**src/rtl/frame_buffer_write_arbiter.sv**
```systemverilog
// rtl/frame_buffer_write_arbiter.sv - round-robin camera/overlay write arbiter with full-frame clear engine
module frame_buffer_write_arbiter #(
  parameter int H_RES = 320,
  parameter int V_RES = 240
) (
  input  logic        piul1Clock,
  input  logic        piul1Reset,
  input  logic        piul1CamValid,
  output logic        poul1CamReady,
  input  logic [8:0]  piul9CamPosX,
  input  logic [8:0]  piul9CamPosY,
  input  logic [11:0] piul12CamRgb,
  input  logic        piul1OvlValid,
  output logic        poul1OvlReady,
  input  logic [8:0]  piul9OvlPosX,
  input  logic [8:0]  piul9OvlPosY,
  input  logic [11:0] piul12OvlRgb,
  input  logic        piul1ClearStart,
  input  logic [11:0] piul12ClearRgb,
  output logic        poul1ClearBusy,
  output logic        poul1ClearDone,
  output logic        poul1Update,
  output logic [8:0]  poul9PosX,
  output logic [8:0]  poul9PosY,
  output logic [11:0] poul12Rgb,
  output logic [15:0] poul16DropCount
);

  localparam logic [8:0] X_LAST = 9'(H_RES - 1);
  localparam logic [8:0] Y_LAST = 9'(V_RES - 1);

  typedef enum logic {SERVE = 1'b0, CLEAR = 1'b1} state_t;

  state_t      state_q, state_d;
  logic        last_ovl_q, last_ovl_d;
  logic [8:0]  clr_x_q, clr_x_d;
  logic [8:0]  clr_y_q, clr_y_d;
  logic [11:0] clr_rgb_q, clr_rgb_d;
  logic        update_q, update_d;
  logic [8:0]  pos_x_q, pos_x_d;
  logic [8:0]  pos_y_q, pos_y_d;
  logic [11:0] rgb_q, rgb_d;
  logic        clear_done_q, clear_done_d;
  logic [15:0] drop_count_q, drop_count_d;

  logic        serving;
  logic        cam_ready;
  logic        ovl_ready;
  logic        accept;
  logic [8:0]  req_x;
  logic [8:0]  req_y;
  logic [11:0] req_rgb;

  // Ready depends combinationally on Valid; a tie goes to whoever was not granted last.
  always_comb begin
    serving   = !piul1Reset && (state_q == SERVE) && !piul1ClearStart;
    cam_ready = serving && piul1CamValid && (!piul1OvlValid || last_ovl_q);
    ovl_ready = serving && piul1OvlValid && (!piul1CamValid || !last_ovl_q);
    accept    = cam_ready || ovl_ready;
    req_x     = ovl_ready ? piul9OvlPosX : piul9CamPosX;
    req_y     = ovl_ready ? piul9OvlPosY : piul9CamPosY;
    req_rgb   = ovl_ready ? piul12OvlRgb : piul12CamRgb;
  end

  logic        clear_write;
  logic [8:0]  wr_x;
  logic [8:0]  wr_y;
  logic [11:0] wr_rgb;

  always_comb begin
    state_d      = state_q;
    last_ovl_d   = last_ovl_q;
    clr_x_d      = clr_x_q;
    clr_y_d      = clr_y_q;
    clr_rgb_d    = clr_rgb_q;
    update_d     = 1'b0;
    pos_x_d      = pos_x_q;
    pos_y_d      = pos_y_q;
    rgb_d        = rgb_q;
    clear_done_d = 1'b0;
    drop_count_d = drop_count_q;
    clear_write  = 1'b0;
    wr_x         = clr_x_q;
    wr_y         = clr_y_q;
    wr_rgb       = clr_rgb_q;

    case (state_q)
      SERVE: begin
        if (piul1ClearStart) begin
          // Pixel (0,0) is issued from the start cycle so it lands right after ClearStart.
          state_d     = CLEAR;
          clr_rgb_d   = piul12ClearRgb;
          clear_write = 1'b1;
          wr_x        = '0;
          wr_y        = '0;
          wr_rgb      = piul12ClearRgb;
        end else if (accept) begin
          last_ovl_d = ovl_ready;
          if ((req_x <= X_LAST) && (req_y <= Y_LAST)) begin
            update_d = 1'b1;
            pos_x_d  = req_x;
            pos_y_d  = req_y;
            rgb_d    = req_rgb;
          end else if (drop_count_q != 16'hFFFF) begin
            drop_count_d = drop_count_q + 16'd1;
          end
        end
      end
      CLEAR: begin
        // The cycle showing ClearDone is the last busy cycle; requesters resume after it.
        if (clear_done_q) begin
          state_d = SERVE;
        end else begin
          clear_write = 1'b1;
        end
      end
      default: state_d = SERVE;
    endcase

    if (clear_write) begin
      update_d = 1'b1;
      pos_x_d  = wr_x;
      pos_y_d  = wr_y;
      rgb_d    = wr_rgb;
      if (wr_x == X_LAST) begin
        clr_x_d      = '0;
        clr_y_d      = wr_y + 9'd1;
        clear_done_d = (wr_y == Y_LAST);
      end else begin
        clr_x_d = wr_x + 9'd1;
        clr_y_d = wr_y;
      end
    end
  end

  always_ff @(posedge piul1Clock) begin
    if (piul1Reset) begin
      state_q      <= SERVE;
      last_ovl_q   <= 1'b1;
      clr_x_q      <= '0;
      clr_y_q      <= '0;
      clr_rgb_q    <= '0;
      update_q     <= 1'b0;
      pos_x_q      <= '0;
      pos_y_q      <= '0;
      rgb_q        <= '0;
      clear_done_q <= 1'b0;
      drop_count_q <= '0;
    end else begin
      state_q      <= state_d;
      last_ovl_q   <= last_ovl_d;
      clr_x_q      <= clr_x_d;
      clr_y_q      <= clr_y_d;
      clr_rgb_q    <= clr_rgb_d;
      update_q     <= update_d;
      pos_x_q      <= pos_x_d;
      pos_y_q      <= pos_y_d;
      rgb_q        <= rgb_d;
      clear_done_q <= clear_done_d;
      drop_count_q <= drop_count_d;
    end
  end

  assign poul1CamReady   = cam_ready;
  assign poul1OvlReady   = ovl_ready;
  assign poul1ClearBusy  = (state_q == CLEAR);
  assign poul1ClearDone  = clear_done_q;
  assign poul1Update     = update_q;
  assign poul9PosX       = pos_x_q;
  assign poul9PosY       = pos_y_q;
  assign poul12Rgb       = rgb_q;
  assign poul16DropCount = drop_count_q;

endmodule

```
**config.mk**
```make
export PLATFORM = sky130hd
export DESIGN_NAME = frame_buffer_write_arbiter
export DESIGN_NICKNAME = d
export VERILOG_FILES = /design/src/rtl/frame_buffer_write_arbiter.sv
export SDC_FILE = /design/constraint.sdc
export NUM_CORES = 1
export LEC_CHECK = 0
export CAP_MARGIN = 20
export CORE_ASPECT_RATIO = 0.8
export CORE_UTILIZATION = 25
export DETAILED_ROUTE_END_ITERATION = 10
export GPL_ROUTABILITY_DRIVEN = 0
export HOLD_SLACK_MARGIN = 0.08
export MAX_ROUTING_LAYER = met4
export PLACE_DENSITY = 0.61
export RECOVER_POWER = 50
export SLEW_MARGIN = 20
export SYNTH_ARGS = -nofsm -noshare
export SYNTH_HDL_FRONTEND = slang
export SYNTH_SLANG_ARGS = --single-unit
```
**constraint.sdc**
```tcl
create_clock -name piul1Clock -period 3.2 [get_ports piul1Clock]
set_input_delay 0.8 -clock piul1Clock [delete_from_list [all_inputs] [get_ports piul1Clock]]
set_output_delay 0.8 -clock piul1Clock [all_outputs]
set_load 0.005 [all_outputs]
```
Word level (Yosys, flattened, before mapping). Index checks and enable logic that the tools add are counted.

Bits in registers: 80. Input port bits: 77. Output and inout port bits: 51. Word-level logic and storage cells: 81.

Add/subtract/negate cells: 3. Order comparisons: 2. Equal/unequal tests: 5. Multiplexer cells: 34. Bitwise gates (word level): 5. Reductions and logical operators: 21.

Operator list (number): two-way mux 9 bit (18); two-way mux 12 bit (8); adder 9 x 1 -> 9 bit (second input constant) (2); adder 16 x 1 -> 16 bit (second input constant) (1); != test 16 bit (second input constant) (1); equality test 9 x 8 -> 1 bit (second input constant) (1); equality test 9 bit (second input constant) (1); <= comparator 9 x 8 -> 1 bit (second input constant) (1); <= comparator 9 bit (second input constant) (1); logical AND 1 bit (7); two-way mux 1 bit (7); logical NOT 1 bit (5); inverter 1 bit (5); AND reduction 5 bit (1); != test 2 x 1 -> 1 bit (second input constant) (2); AND reduction 4 bit (1); nonzero test 2 bit (2); logical OR 1 bit (3); AND reduction 3 bit (1); OR reduction 3 bit (1); one-hot mux 1 bit (2 select lines) (1).

Logic depth before layout (Yosys ltp).
Word-level depth: 13. Mapped depth: 11. Gate-level depth less buffers: 9.

Least setup slack after synthesis. OpenSTA, ideal clock, no wires.

Path type: input -> register. Start: in piul1ClearStart. End: reg clr_y_q[7]. Library setup time: 128 ps. Data arrival time: 2722 ps. Required time: 3072 ps. Slack: 350 ps. Stages on the path: 10. Path buffers: 2. Path through: nand2b_1 clkbuf_1 and2_1 ha_1 nand3_1 or4_4 buf_6 nor4_4 xor2_1 nor2_1.

Word-level cells in the longest chain between the ends: 4. Elaborated cells between the ends (all ways): 9. Those cells by class: add/sub (1); eq/ne (1); mux (7).

Ends and longest elaborated chain: start, declared (line 18) `input logic piul1ClearStart,`; two-way mux 9 bit (line 89) `if (piul1ClearStart) begin`; two-way mux 9 bit (line 87) `case (state_q)`; adder 9 x 1 -> 9 bit or equality test 9 bit (tied branches) (line 127, 125); two-way mux 9 bit (line 125) `if (wr_x == X_LAST) begin`; end signal, assigned (line 153) `clr_y_q <= clr_y_d;`; end, declared (line 37) `logic [8:0] clr_y_q, clr_y_d;`.

Several ways; a longest one is shown, not always the timed one. A chain may end at the register's enable or synchronous reset.

Worst setup path in the final report.
Start: in piul1ClearStart. End: out poul1OvlReady.

Word-level cells in the longest chain between the ends: 4.

Ends and longest elaborated chain: logical NOT 1 bit (line 56) `serving = !piul1Reset && (state_q == SERVE) && !piul1ClearStart;`; logical AND 1 bit (line 56); logical AND 1 bit (2 in a row) (line 58) `ovl_ready = serving && piul1OvlValid && (!piul1CamValid || !last_ovl_q);`; end, declared (line 14) `output logic poul1OvlReady,`.

Every way passes these cells.

==> results.py <==
metrics = {
    "critical_path": {
        "r2r_slack_ns": 0.67,
        "crit_slowest_cell": "clkdlybuf4s50_1",
        "max_stage_delay_ns": 0.53,
        "cp_common_cell": "clkdlybuf4s50_1",
        "crit_fanout": 4,
        "critPathKind": "in2out",
        "crit_path_start": "piul1ClearStart",
        "cp_cell_sequence": "clkdlybuf4s50_1 -> nor3_2 -> nand3_1 -> inv_2 -> clkdlybuf4s50_1",
        "worst_ep_arrival_time_ns": 2.27,
        "critPathTopFamily": "buffers and inverters",
        "path_buf_inv": 3,
        "start_kind": "input port",
        "timing.rr.start": "poul1ClearBusy$_SDFF_PP0_",
        "worst_setup_path_end_kind": "primary output",
        "critPathRequiredTime_ns": 2.40,
    },
    "final_layout": {
        "drive_above_1_share_pct": 8.98,
        "diodes": 0,
        "finalNetCount": 654,
        "final_util_pct": 37.8,
        "area_growth_pct": 45.9,
        "final_cells": 789,
        "fin_area_mm2": 0.00577,
    },
    "placement": {
        "placed_area_mm2": 0.00551,
        "hpwlAfterDp_um": 8980,
        "placed_cells_incl_taps": 773,
        "portBuffers": 127,
    },
    "sta": {
        "hold_viol": 0,
        "whs_ns": 0.468,
        "slew_violations": 0,
        "skew_ns": 0.00643,
        "period_share_pct": 96.0,
        "rsz0062_at_grt": "no",
        "tns_ns": 0,
        "fin_crit_ns": 3.07,
        "worstMarginPinSlew_ns": 0.776,
        "max_freq_ghz": 0.326,
        "setup_viol": 0,
        "maxSlewHeadroom_pct": 48.3,
    },
    "clocking": {
        "cts.path.max_buffers": 2,
        "root_buffer": "clkbuf_16",
        "clock_latency_ns": 0.34,
        "cts_hold_buf": 0,
        "path_clk_slew_ns": 0.06,
        "post_cts_resized": 0,
        "clock-sinks": 80,
        "cts_made_buffers": 9,
        "cts_setup_buffers": 0,
        "cts_tree": "built",
        "htree_levels": 3,
    },
    "synthesis": {
        "synth_top_cell_by_area": "dfxtp_1",
        "synth_top_area_share_pct": 40.5,
        "synth_nets": 529,
        "async_flop_share_pct": 0,
        "netlist_instances": 449,
        "synth_edf_count": 0,
        "ys_warn_count": 0,
        "syn_area_per_cell_um2": 8.82,
        "ys_seq_elements": 80,
        "synthDistinctLibCells": 58,
        "ys_seq_area_share_pct": 40.5,
        "synth_ff_type": "dfxtp_1",
        "synthTopCellsByArea": "dfxtp_1 40%, mux2i_1 9.4%, nand2_1 4.3%",
        "synthesis.area_mm2": 0.00396,
    },
    "global_routing": {
        "grt_pass1_vias": 3800,
        "antenna_found_initial": 0,
        "grt_max_degree": 62,
        "grt_remaining_overflow": 0,
        "track_usage_pct": 16.0,
        "grt_pass1_wl_um": 19600,
    },
    "pwr": {
        "power_leakage_uw": 0.00227,
        "combPwrFrac_pct": 13.4,
        "powerDensity_mw_per_mm2": 401,
        "peakVddDrop_uv": 245,
        "clock_power_share_pct": 41.4,
        "swShare_pct": 24.9,
        "p_seq_share_pct": 45.2,
        "p_int_uw": 1740,
        "power_switching_uw": 577,
    },
    "floorplan": {
        "die_area_mm2": 0.0163,
        "row_count": 40,
        "core_mm2": 0.0153,
        "die_y_um": 115,
        "die_w_um": 143,
        "start_util_pct": 25.9,
        "io_pins": 128,
    },
    "route": {
        "drt_first_pass_iters": 5,
        "wire_per_inst_um": 15.8,
        "drt_iter0_drc": 307,
        "drcViolationCount": 0,
        "viasPerCell": 5.02,
        "vias": 3958,
        "drt-total-wl_um": 12500,
        "final_antenna_net_count": 0,
    },
    "status": {
        "status": "finished clean",
    },
    "min_path": {
        "hp-start": "poul9PosY[8]$_SDFFE_PP0P_",
        "min_path_type": "reg2reg",
    },
    "run": {
        "max_cap_viol_count": 0,
    },
}
-- cell usage in the layout (no fill, tap or decap), drive strengths merged, types with 3 or more instances in the layout --
master          n
a211oi          7
a21oi          12
a221oi          5
a22oi           5
a41oi           3
and2            3
buf            17
clkbuf         14
clkdlybuf4s50  78
clkinvlp        3
dfxtp          80
dlygate4sd3    48
ha              3
inv             5
mux2           12
mux2i          37
nand2          45
nand2b          4
nand3          29
nand4          19
nor2           39
nor2b          13
nor3           11
nor3b           3
nor4            9
o211ai          6
o21ai          11
o221ai         13
o311ai          3
o41ai           3
or3             3
or4             3
xor2            5
-- synth_stat cells, types with 2 or more instances --
| cell type | count |
|---|---|
| a211oi_1 | 7 |
| a21oi_1 | 12 |
| a221oi_1 | 5 |
| a22oi_1 | 5 |
| a311oi_1 | 2 |
| a31oi_1 | 2 |
| a41oi_1 | 3 |
| and2_1 | 3 |
| and4_1 | 2 |
| buf_1 | 6 |
| buf_2 | 8 |
| clkbuf_1 | 17 |
| dfxtp_1 | 80 |
| ha_1 | 3 |
| inv_1 | 4 |
| mux2_2 | 11 |
| mux2i_1 | 37 |
| nand2_1 | 45 |
| nand2b_1 | 4 |
| nand3_1 | 29 |
| nand3b_1 | 2 |
| nand4_1 | 19 |
| nor2_1 | 39 |
| nor2b_1 | 13 |
| nor3_1 | 9 |
| nor3_2 | 2 |
| nor3b_1 | 3 |
| nor4_1 | 8 |
| nor4b_1 | 2 |
| o211ai_1 | 6 |
| o21ai_0 | 11 |
| o221ai_1 | 13 |
| o311ai_0 | 2 |
| o41ai_1 | 3 |
| or3_1 | 3 |
| or4_1 | 2 |
| xnor2_1 | 2 |
| xor2_1 | 5 |
-- final timing paths --
kind	end	depth (start not counted)
min	poul9PosY[8]$_SDFFE_PP0P_	2
max reg2reg	clr_y_q[7]$_SDFFE_PP0N_	9
min reg2reg	poul9PosY[8]$_SDFFE_PP0P_	2
max	poul1OvlReady	5
-- layer usage --
layer / up-vias / routed length, µm / global-route usage (%)
met1: 1869 / 6120 / 21.6
met5: - / 0 / -
met3: 9 / 873 / 3.89
met2: 154 / 5390 / 23.5
met4: 0 / 100 / 4.59
li1: 1926 / - / -
-- power groups by stage --
stage | sequential, µW | combinational (µW) | clock, µW
final | 1050 | 310 | 960
after global placement | 1070 | 314 | 0
after CTS | 1050 | 320 | 984
after global routing | 1050 | 336 | 1030
after detailed placement | 1070 | 319 | 0
after floorplan | 1070 | 130 | 0
-- state kept, by name, summed over array words and instances, names as in the netlist --
register and cells:
poul16DropCount 16, clr_rgb_q 12, poul12Rgb 12, clr_x_q 9, clr_y_q 9, poul9PosX 9, poul9PosY 9, last_ovl_q 1
poul1ClearBusy 1, poul1ClearDone 1, poul1Update 1
-- metrics by stage --
stage,worst slack [ns],power (µW)
5_1_grt,0.0423,2420
6_report,0.128,2320
4_1_cts,0.115,2350
3_5_place_dp,-0.00154,1390
3_3_place_gp,0.0786,1380
2_1_floorplan,0.351,1200
-- area by class of cell --
class                   count  area (µm²)
inverters                   5        18.8
fillers                  1539        9490
clock buffers              11         243
multi-input cells         332        2200
clock inverters             5        32.5
repair buffers            146        1410
well taps                 210         263
flip-flops and latches     80        1600
-- worst register-to-register path, delay by kind of cell (launching register included) --
kind	cells	cell delay, ns
buffers and inverters	1	0.08
adders and majority gates	1	0.18
xor gates and xnor gates	1	0.17
and+or+nand+nor	6	1.34
DFF	1	0.63
-- logic make-up after synthesis --
logic type	count (synthesis)	synth area share [%]
fa+ha+maj	3	0.948
buf+inv	37	3.95
mux	49	12.8
xor+xnor	7	1.55
compound gates	81	15.0
simple gates	192	25.3
flops	80	40.5
Power figures use the tool's default switching activity.
